`src/rtl/fifo_uart_tx.sv`:
```
// Drains a byte FIFO onto an async serial line: 8N1, or 8E1 when UART_TX_PARITY_EN is defined.
// READ and LOAD each take one cycle before the start bit; frames run back-to-back while the FIFO has data.
module fifo_uart_tx #(
  parameter int unsigned CLKS_PER_BIT = 16
) (
  input  logic       clk,
  input  logic       rst,
  input  logic       fifo_empty,
  output logic       rd,
  input  logic [7:0] din,
  output logic       tx,
  output logic       busy,
  output logic       tx_done
);

  localparam int unsigned CW = $clog2(CLKS_PER_BIT);

  typedef enum logic [2:0] {
    S_IDLE,
    S_READ,
    S_LOAD,
    S_START,
    S_DATA,
`ifdef UART_TX_PARITY_EN
    S_PARITY,
`endif
    S_STOP
  } state_t;

  state_t        state_q;
  logic [CW-1:0] cnt_q;
  logic [2:0]    bit_q;
  logic [7:0]    shift_q;
  logic          tx_q;
  logic          busy_q;
  logic          done_q;
`ifdef UART_TX_PARITY_EN
  logic          parity_q;
`endif

  logic bit_end;
  assign bit_end = (cnt_q == CW'(CLKS_PER_BIT - 1));

  assign rd      = (state_q == S_READ);
  assign tx      = tx_q;
  assign busy    = busy_q;
  assign tx_done = done_q;

  always_ff @(posedge clk) begin
    if (rst) begin
      state_q  <= S_IDLE;
      cnt_q    <= '0;
      bit_q    <= '0;
      shift_q  <= '0;
      tx_q     <= 1'b1;
      busy_q   <= 1'b0;
      done_q   <= 1'b0;
`ifdef UART_TX_PARITY_EN
      parity_q <= 1'b0;
`endif
    end else begin
      done_q <= 1'b0;
      case (state_q)
        S_IDLE: begin
          tx_q <= 1'b1;
          if (!fifo_empty) begin
            state_q <= S_READ;
            busy_q  <= 1'b1;
          end
        end
        S_READ: state_q <= S_LOAD;
        S_LOAD: begin
          shift_q  <= din;
`ifdef UART_TX_PARITY_EN
          parity_q <= ^din;
`endif
          cnt_q    <= '0;
          bit_q    <= '0;
          tx_q     <= 1'b0;
          state_q  <= S_START;
        end
        S_START: begin
          if (bit_end) begin
            cnt_q   <= '0;
            tx_q    <= shift_q[0];
            state_q <= S_DATA;
          end else begin
            cnt_q <= cnt_q + CW'(1);
          end
        end
        S_DATA: begin
          if (bit_end) begin
            cnt_q <= '0;
            if (bit_q == 3'd7) begin
`ifdef UART_TX_PARITY_EN
              tx_q    <= parity_q;
              state_q <= S_PARITY;
`else
              tx_q    <= 1'b1;
              state_q <= S_STOP;
`endif
            end else begin
              // The shift register always presents the next bit in position 1.
              bit_q   <= bit_q + 3'd1;
              shift_q <= {1'b0, shift_q[7:1]};
              tx_q    <= shift_q[1];
            end
          end else begin
            cnt_q <= cnt_q + CW'(1);
          end
        end
`ifdef UART_TX_PARITY_EN
        S_PARITY: begin
          if (bit_end) begin
            cnt_q   <= '0;
            tx_q    <= 1'b1;
            state_q <= S_STOP;
          end else begin
            cnt_q <= cnt_q + CW'(1);
          end
        end
`endif
        S_STOP: begin
          // Registered pulse lands on the final stop-bit cycle.
          if (cnt_q == CW'(CLKS_PER_BIT - 2)) done_q <= 1'b1;
          if (bit_end) begin
            cnt_q <= '0;
            if (!fifo_empty) begin
              state_q <= S_READ;
            end else begin
              state_q <= S_IDLE;
              busy_q  <= 1'b0;
            end
          end else begin
            cnt_q <= cnt_q + CW'(1);
          end
        end
        default: begin
          state_q <= S_IDLE;
          tx_q    <= 1'b1;
          busy_q  <= 1'b0;
        end
      endcase
    end
  end

endmodule

```
`config.mk`:
```
export PLATFORM = sky130hd
export DESIGN_NAME = fifo_uart_tx
export DESIGN_NICKNAME = d
export VERILOG_FILES = /design/src/rtl/fifo_uart_tx.sv
export SDC_FILE = /design/constraint.sdc
export NUM_CORES = 1
export LEC_CHECK = 0
export BUFFER_PORTS_ARGS = -buffer_cell sky130_fd_sc_hd__buf_4
export CAP_MARGIN = 20
export CORE_MARGIN = 10
export CORE_UTILIZATION = 50
export DETAILED_ROUTE_END_ITERATION = 16
export GPL_ROUTABILITY_DRIVEN = 0
export PLACE_DENSITY_LB_ADDON = 0.25
export SLEW_MARGIN = 30
export SYNTH_ARGS = -nofsm -noshare
export SYNTH_HDL_FRONTEND = slang
export SYNTH_SLANG_ARGS = --single-unit
```
`constraint.sdc`:
```
create_clock -name clk -period 2 [get_ports clk]
set_input_delay 0.4 -clock clk [delete_from_list [all_inputs] [get_ports clk]]
set_output_delay 0.4 -clock clk [all_outputs]
set_load 0.05 [all_outputs]
```
==> run_results.csv, run 1 <==
group,metric,value,unit
synth,syn_avg_cell_area,8.03,um^2
synth,synth_seq_cells,21,
worst_setup_path,critPathRequiredTime,2240,ps
power,p_leak,0.511,nW
floorplan,core_area,2250,um^2
synth,yosysTopAreaCell,"dfxtp_1",
worst_setup_path,crit_type,"register to register",
synth,netlist_instances,149,
power,power_per_cell_area,585,nW/um^2
clock_tree,ctsRootBufferMaster,"clkbuf_4",
hold_path,hp-class,"primary input to register",
worst_setup_path,worstPathCellList,"ha_4, ha_4, or4b_4, a22oi_4, buf_12, nor2_1, a211oi_1",
final_layout,syn_to_final_growth,21.1,%
final_layout,drive_above_1_share,0.242,
synth,netlist_area,1200,um^2
synth,yosys_most_used_dff,"dfxtp_1",
global_routing,grt_pass1_wl,4750,um
worst_setup_path,critPathMaxFanout,6,
worst_setup_path,end_kind,"register",
power,intPower,0.591,mW
sta,period_share,0.962,
final_layout,nets,181,
clock_tree,ctsHoldBuffers,0,
floorplan,ios,15,
synth,synth_edf_count,0,
clock_tree,clock_sinks,21,
clock_tree,cts_made_buffers,3,
synth,synth_top_area_frac,0.351,
detailed_routing,final_antenna_net_count,0,
synth,ys_top_cells_by_area,"dfxtp_1, nor2_1, a211oi_1",
global_routing,grt_pass1_vias,1067,
synth,synthTopCellsByCount,"dfxtp_1, nor2_1, o21ai_0, nand2_1, a211oi_1",
sta,tightest_slew,536,ps
global_routing,grt.total_usage,0.124,
run,maxCapViolations,0,
global_routing,grt-ovfl-total,0,
floorplan,initial_core_util,0.531,
floorplan,row_count,17,
detailed_routing,wire_per_inst,15.0,um
sta,final-hold-violation-count,0,
clock_tree,clk_latency,310,ps
sta,maxSlewHeadroom,0.641,
floorplan,fp.dieW,68.9,um
worst_setup_path,setup.worst_path.start_class,"register",
sta,fin_crit,1920,ps
power,ir_worst_vdd,0.415,mV
final_layout,multi_input_area,759,um^2
worst_setup_path,crit_path_max_incr_delay,580,ps
floorplan,die-area,4750,um^2
sta,fmax,0.520,GHz
detailed_routing,drt-initial-drc-count,63,
synth,ys_types,42,
power,power_switching,0.257,mW
worst_setup_path,cp.arrival,2160,ps
sta,slew_viol_final,0,
power,p_seq_frac,0.543,
power,power,0.847,mW
detailed_routing,wl,2890,um
sta,rsz0062_at_grt,"no",
detailed_routing,drt-vias-per-instance,6.15,
worst_setup_path,cpMostUsedCell,"ha_4",
detailed_routing,drt_drc_violations_left,0,
synth,syn_nets,164,
sta,finalSetupViolations,0,
global_routing,antenna_found_initial,0,
clock_tree,cts-htree-levels,1,
synth,async_reset_ff_frac,0,
sta,clock_skew,6.90,ps
worst_setup_path,cp_slowest_cell,"or4b_4",
run_status,status,"completed",
synth,synth_warnings,0,
clock_tree,path_clk_slew,130,ps
power,netSwitchingFraction,0.303,
power,combPwrFrac,0.202,
placement,dp_hpwl,1990,um
sta,tns,0,ps
sta,holdWs,429,ps
global_routing,grt_max_degree,23,
floorplan,fp.dieH,68.9,um
synth,synth_seq_area_share,0.351,
clock_tree,cts_tree,"yes",
clock_tree,clk_path_buf_depth,2,
final_layout,antenna_cells,0,
final_layout,register_area,423,um^2
placement,portBuffers,14,
power,clkPwrFrac,0.254,
detailed_routing,via_count,1186,
final_layout,n_fill_cell,213,
detailed_routing,first_pass_iters,4,
## layout make-up
cell class                      count  area share
Timing Repair Buffer               24       0.136
Sequential cell                    21       0.292
Multi-Input combinational cell    114       0.524
Clock buffer                        3      0.0155
Clock inverter                      1     0.00345
Tap cell                           28      0.0242
Inverter                            2     0.00518
## kinds of logic (layout without fill, tap and decap cells)
kind of cell             Yosys count  after routing  synth area share
adder cells (fa/ha/maj)            4              4            0.0418
flip-flops                        21             21             0.351
buffers and inverters             14             30            0.0492
AO/OA/AOI/OAI                     49             49             0.292
AND/OR/NAND/NOR                   61             61             0.266
## power by group through the flow
stage	sequential (mW)	clock [mW]	combinational (mW)
3_5_place_dp	0.470	0	0.162
6_report	0.460	0.216	0.172
4_1_cts	0.460	0.216	0.166
2_1_floorplan	0.478	0	0.0981
5_1_grt	0.465	0.242	0.189
3_3_place_gp	0.468	0	0.157
## cell usage in the layout (no fill, tap or decap), types with 2 or more instances in the layout
cell type	count
nor3_1	6
nand3_1	3
o221ai_1	2
a211oi_1	7
ha_4	2
nand2_1	10
o21ai_0	13
clkbuf_4	3
o211ai_1	3
nor3b_2	2
ha_1	2
a211oi_2	2
a21oi_1	6
dfxtp_1	19
buf_4	22
a22o_1	3
nor2_1	20
o21a_1	2
or3b_1	2
nor2b_1	3
dfxtp_2	2
or3_1	7
## through the flow
step | utilization | worst slack [ps] | area [um^2] | cells
finish | 0.643 | 75.6 | 1450 | 193
global route | 0.643 | 5.17 | 1450 | 193
CTS | 0.615 | 9.75 | 1390 | 190
detailed placement | 0.598 | 3.64 | 1350 | 185
global placement | 0.598 | 99.4 | 1350 | 185
floorplan | - | 119 | 1200 | 149
## critical path: cells and delay by family, from the launching register on
family                     cells  cell delay [ps]
buffers and inverters          1              150
and+or+nand+nor                2              610
AOI/OAI and AO/OA              2              420
DFF                            1              360
adders and majority gates      2              310
## timing repair
item | in CTS | in global routing
gates cloned | 0 | 0
pin swaps | 1 | 8
resized for setup | 1 | 9
buffers inserted | 1 | 3
endpoints found under the setup margin | 1 | 9
## sequential cells by signal, indices dropped and copies added (netlist names)
register,count
busy,1
tx,1
shift_q,8
tx_done,1
cnt_q,4
state_q,3
bit_q,3
## final timing paths
path,from,endpoint,slack (ps),cells past startpoint
max,bit_q[0],shift_q[4],80,7
min,rst,shift_q[7],430,2
max reg2reg,bit_q[0],shift_q[4],80,7
min reg2reg,shift_q[4],shift_q[4],500,2
## routing by layer
layer / routed length, um / part of all wire / up-vias / GRT usage
li1: - / - / 591 / -
met1: 1340 / 0.46 / 564 / 0.165
met2: 1370 / 0.47 / 29 / 0.192
met3: 170 / 0.059 / 2 / 0.0274
met4: 17 / 0.0059 / 0 / 0.0419
met5: 0 / 0 / - / 0
Power figures use the tool's default switching activity.
==> run 2: changes to the inputs <==
--- a/config.mk
+++ b/config.mk
@@ -9,9 +9,12 @@
 export CAP_MARGIN = 20
 export CORE_MARGIN = 10
 export CORE_UTILIZATION = 50
+export CTS_CLUSTER_SIZE = 12
 export DETAILED_ROUTE_END_ITERATION = 16
 export GPL_ROUTABILITY_DRIVEN = 0
 export PLACE_DENSITY_LB_ADDON = 0.25
+export RECOVER_POWER = 100
+export SETUP_SLACK_MARGIN = 0.5
 export SLEW_MARGIN = 30
 export SYNTH_ARGS = -nofsm -noshare
 export SYNTH_HDL_FRONTEND = slang
==> run 2 against run 1 <==
Die area stayed put. Register-to-register slack better by 40 ps. Fmax is 2.2% higher. Critical path type unchanged. Sequential share of layout area is 0.25 points lower. Worst setup slack better by 41 ps. Clock power is 3% lower. Design area is 2.9% higher. Clock skew is 4.8 ps lower. Critical endpoint is now bit_q[0].
==> run_results.csv, run 2 (synthesized netlist as in run 1, its figures left out) <==
group,metric,value,unit
sta,fmax,0.531,GHz
final_layout,top_regs,"shift_q (8), cnt_q (4)",
worst_setup_path,startpoint,"cnt_q[1]",
worst_setup_path,reg2regPathDepth,6,
floorplan,fp.dieH,68.9,um
power,ir_worst_vdd,0.524,mV
final_layout,final_core_util,0.661,
final_layout,nets,184,
sta,maxSlewHeadroom,0.528,
worst_setup_path,end_kind,"register",
clock_tree,clk_path_buf_depth,2,
worst_setup_path,crit_type,"register to register",
worst_setup_path,cp-endpoint,"bit_q[0]",
worst_setup_path,r2r_end,"bit_q[0]",
final_layout,top_register,"shift_q",
global_routing,antenna_found_initial,0,
worst_setup_path,critPathMaxFanout,16,
hold_path,hp-class,"primary input to register",
clock_tree,clock_sinks,21,
final_layout,register_area,432,um^2
floorplan,fp.dieW,68.9,um
sta,tightest_slew,708,ps
floorplan,ios,15,
final_layout,antenna_cells,0,
hold_path,hold_path_depth,3,
sta,finalSetupViolations,0,
sta,slew_viol_final,0,
sta,final-hold-violation-count,0,
sta,tns,0,ps
global_routing,grt_pass1_wl,4980,um
sta,period_share,0.942,
detailed_routing,wl,3020,um
worst_setup_path,reg2reg_slack,120,ps
global_routing,grt.total_usage,0.132,
worst_setup_path,rr_startpoint,"cnt_q[1]",
final_layout,syn_to_final_growth,24.7,%
clock_tree,ctsHoldBuffers,0,
sta,clock_skew,2.08,ps
clock_tree,cts_tree,"yes",
detailed_routing,final_antenna_net_count,0,
worst_setup_path,worstPathCellList,"ha_4, nand3_1, clkbuf_1, a22oi_2, buf_4, a211oi_1",
clock_tree,clk_latency,300,ps
clock_tree,ctsRootBufferMaster,"clkbuf_4",
worst_setup_path,critPathRequiredTime,2220,ps
detailed_routing,drt_drc_violations_left,0,
global_routing,grt_pass1_vias,1055,
final_layout,n_fill_cell,209,
floorplan,initial_core_util,0.531,
clock_tree,cts_made_buffers,3,
sta,rsz0062_at_grt,"yes",
final_layout,drive_above_1_share,0.268,
power,power_per_cell_area,568,nW/um^2
worst_setup_path,setup.worst_path.start_class,"register",
floorplan,core_area,2250,um^2
final_layout,largest_reg_flops,8,
sta,fin_crit,1880,ps
detailed_routing,first_pass_iters,4,
final_layout,layout_commonest_cell,"nor2_1",
placement,portBuffers,14,
global_routing,grt-ovfl-total,0,
power,p_leak,0.504,nW
worst_setup_path,cp.arrival,2110,ps
detailed_routing,via_count,1219,
clock_tree,cts-htree-levels,1,
final_layout,multi_input_area,800,um^2
placement,dp_hpwl,1960,um
floorplan,row_count,17,
run,maxCapViolations,0,
clock_tree,path_clk_slew,120,ps
global_routing,grt_max_degree,23,
detailed_routing,wire_per_inst,15.4,um
detailed_routing,drt-vias-per-instance,6.22,
final_layout,final_cell_mix,"nor2_1, buf_4, dfxtp_1",
worst_setup_path,cp_slowest_cell,"clkbuf_1",
detailed_routing,drt-initial-drc-count,133,
floorplan,die-area,4750,um^2
worst_setup_path,crit_path_max_incr_delay,540,ps
run_status,status,"completed",
==> run 2: area by class of cell <==
type,instances,share of cell area
flip-flops and latches,21,0.289
well taps,28,0.0235
clock buffers,3,0.0151
clock inverters,1,0.00336
multi-input cells,115,0.536
inverters,2,0.00587
repair buffers,26,0.127
==> run 2: report_power, final <==
part / internal, mW / leakage, nW / switching (mW)
Clock: 0.0746 / 0.0177 / 0.134
Combinational: 0.0758 / 0.312 / 0.103
Sequential: 0.441 / 0.174 / 0.0190
Total: 0.591 / 0.504 / 0.256
==> run 2: timing repair <==
| item | 4_1_cts | 5_1_grt |
|---|---|---|
| setup buffers | 5 | 3 |
| resized for setup | 9 | 8 |
| gates cloned | 1 | 0 |
| pin swaps | 4 | 11 |
| endpoints found under the setup margin | 15 | 16 |
==> run 2: worst min-delay path by stage <==
stage,start,end,slack (ps)
floorplan,bit_q[0],bit_q[0],440
global placement,bit_q[0],bit_q[0],460
detailed placement,bit_q[0],bit_q[0],470
CTS,rst,state_q[2],410
global route,fifo_empty,busy,410
finish,fifo_empty,busy,430
==> run 2: stage by stage <==
step                hold slack, ps  cells  instance area [um^2]  setup WS [ps]  total power, mW
floorplan                      444    149                  1250            155            0.578
global placement               456    183                  1370           91.1            0.622
detailed placement             468    183                  1370           48.9            0.626
CTS                            413    193                  1470            116            0.851
global route                   410    196                  1490           16.9            0.900
finish                         431    196                  1490            117            0.848
==> run 2: worst max-delay path, delay by kind of cell, from the launching register on <==
family	cells	cell delay, ps
buffers and inverters	2	730
AND/OR/NAND/NOR	1	80
adder cells (fa/ha/maj)	1	220
AO/OA/AOI/OAI	2	370
flip-flops	1	400
==> run 2: per-layer routing <==
layer | vias to the layer above | share of wire | GRT usage
li1 | 603 | - | -
met1 | 572 | 0.45 | 0.184
met2 | 40 | 0.47 | 0.193
met3 | 4 | 0.069 | 0.0354
met4 | 0 | 0.0083 | 0.0394
met5 | - | 0 | 0
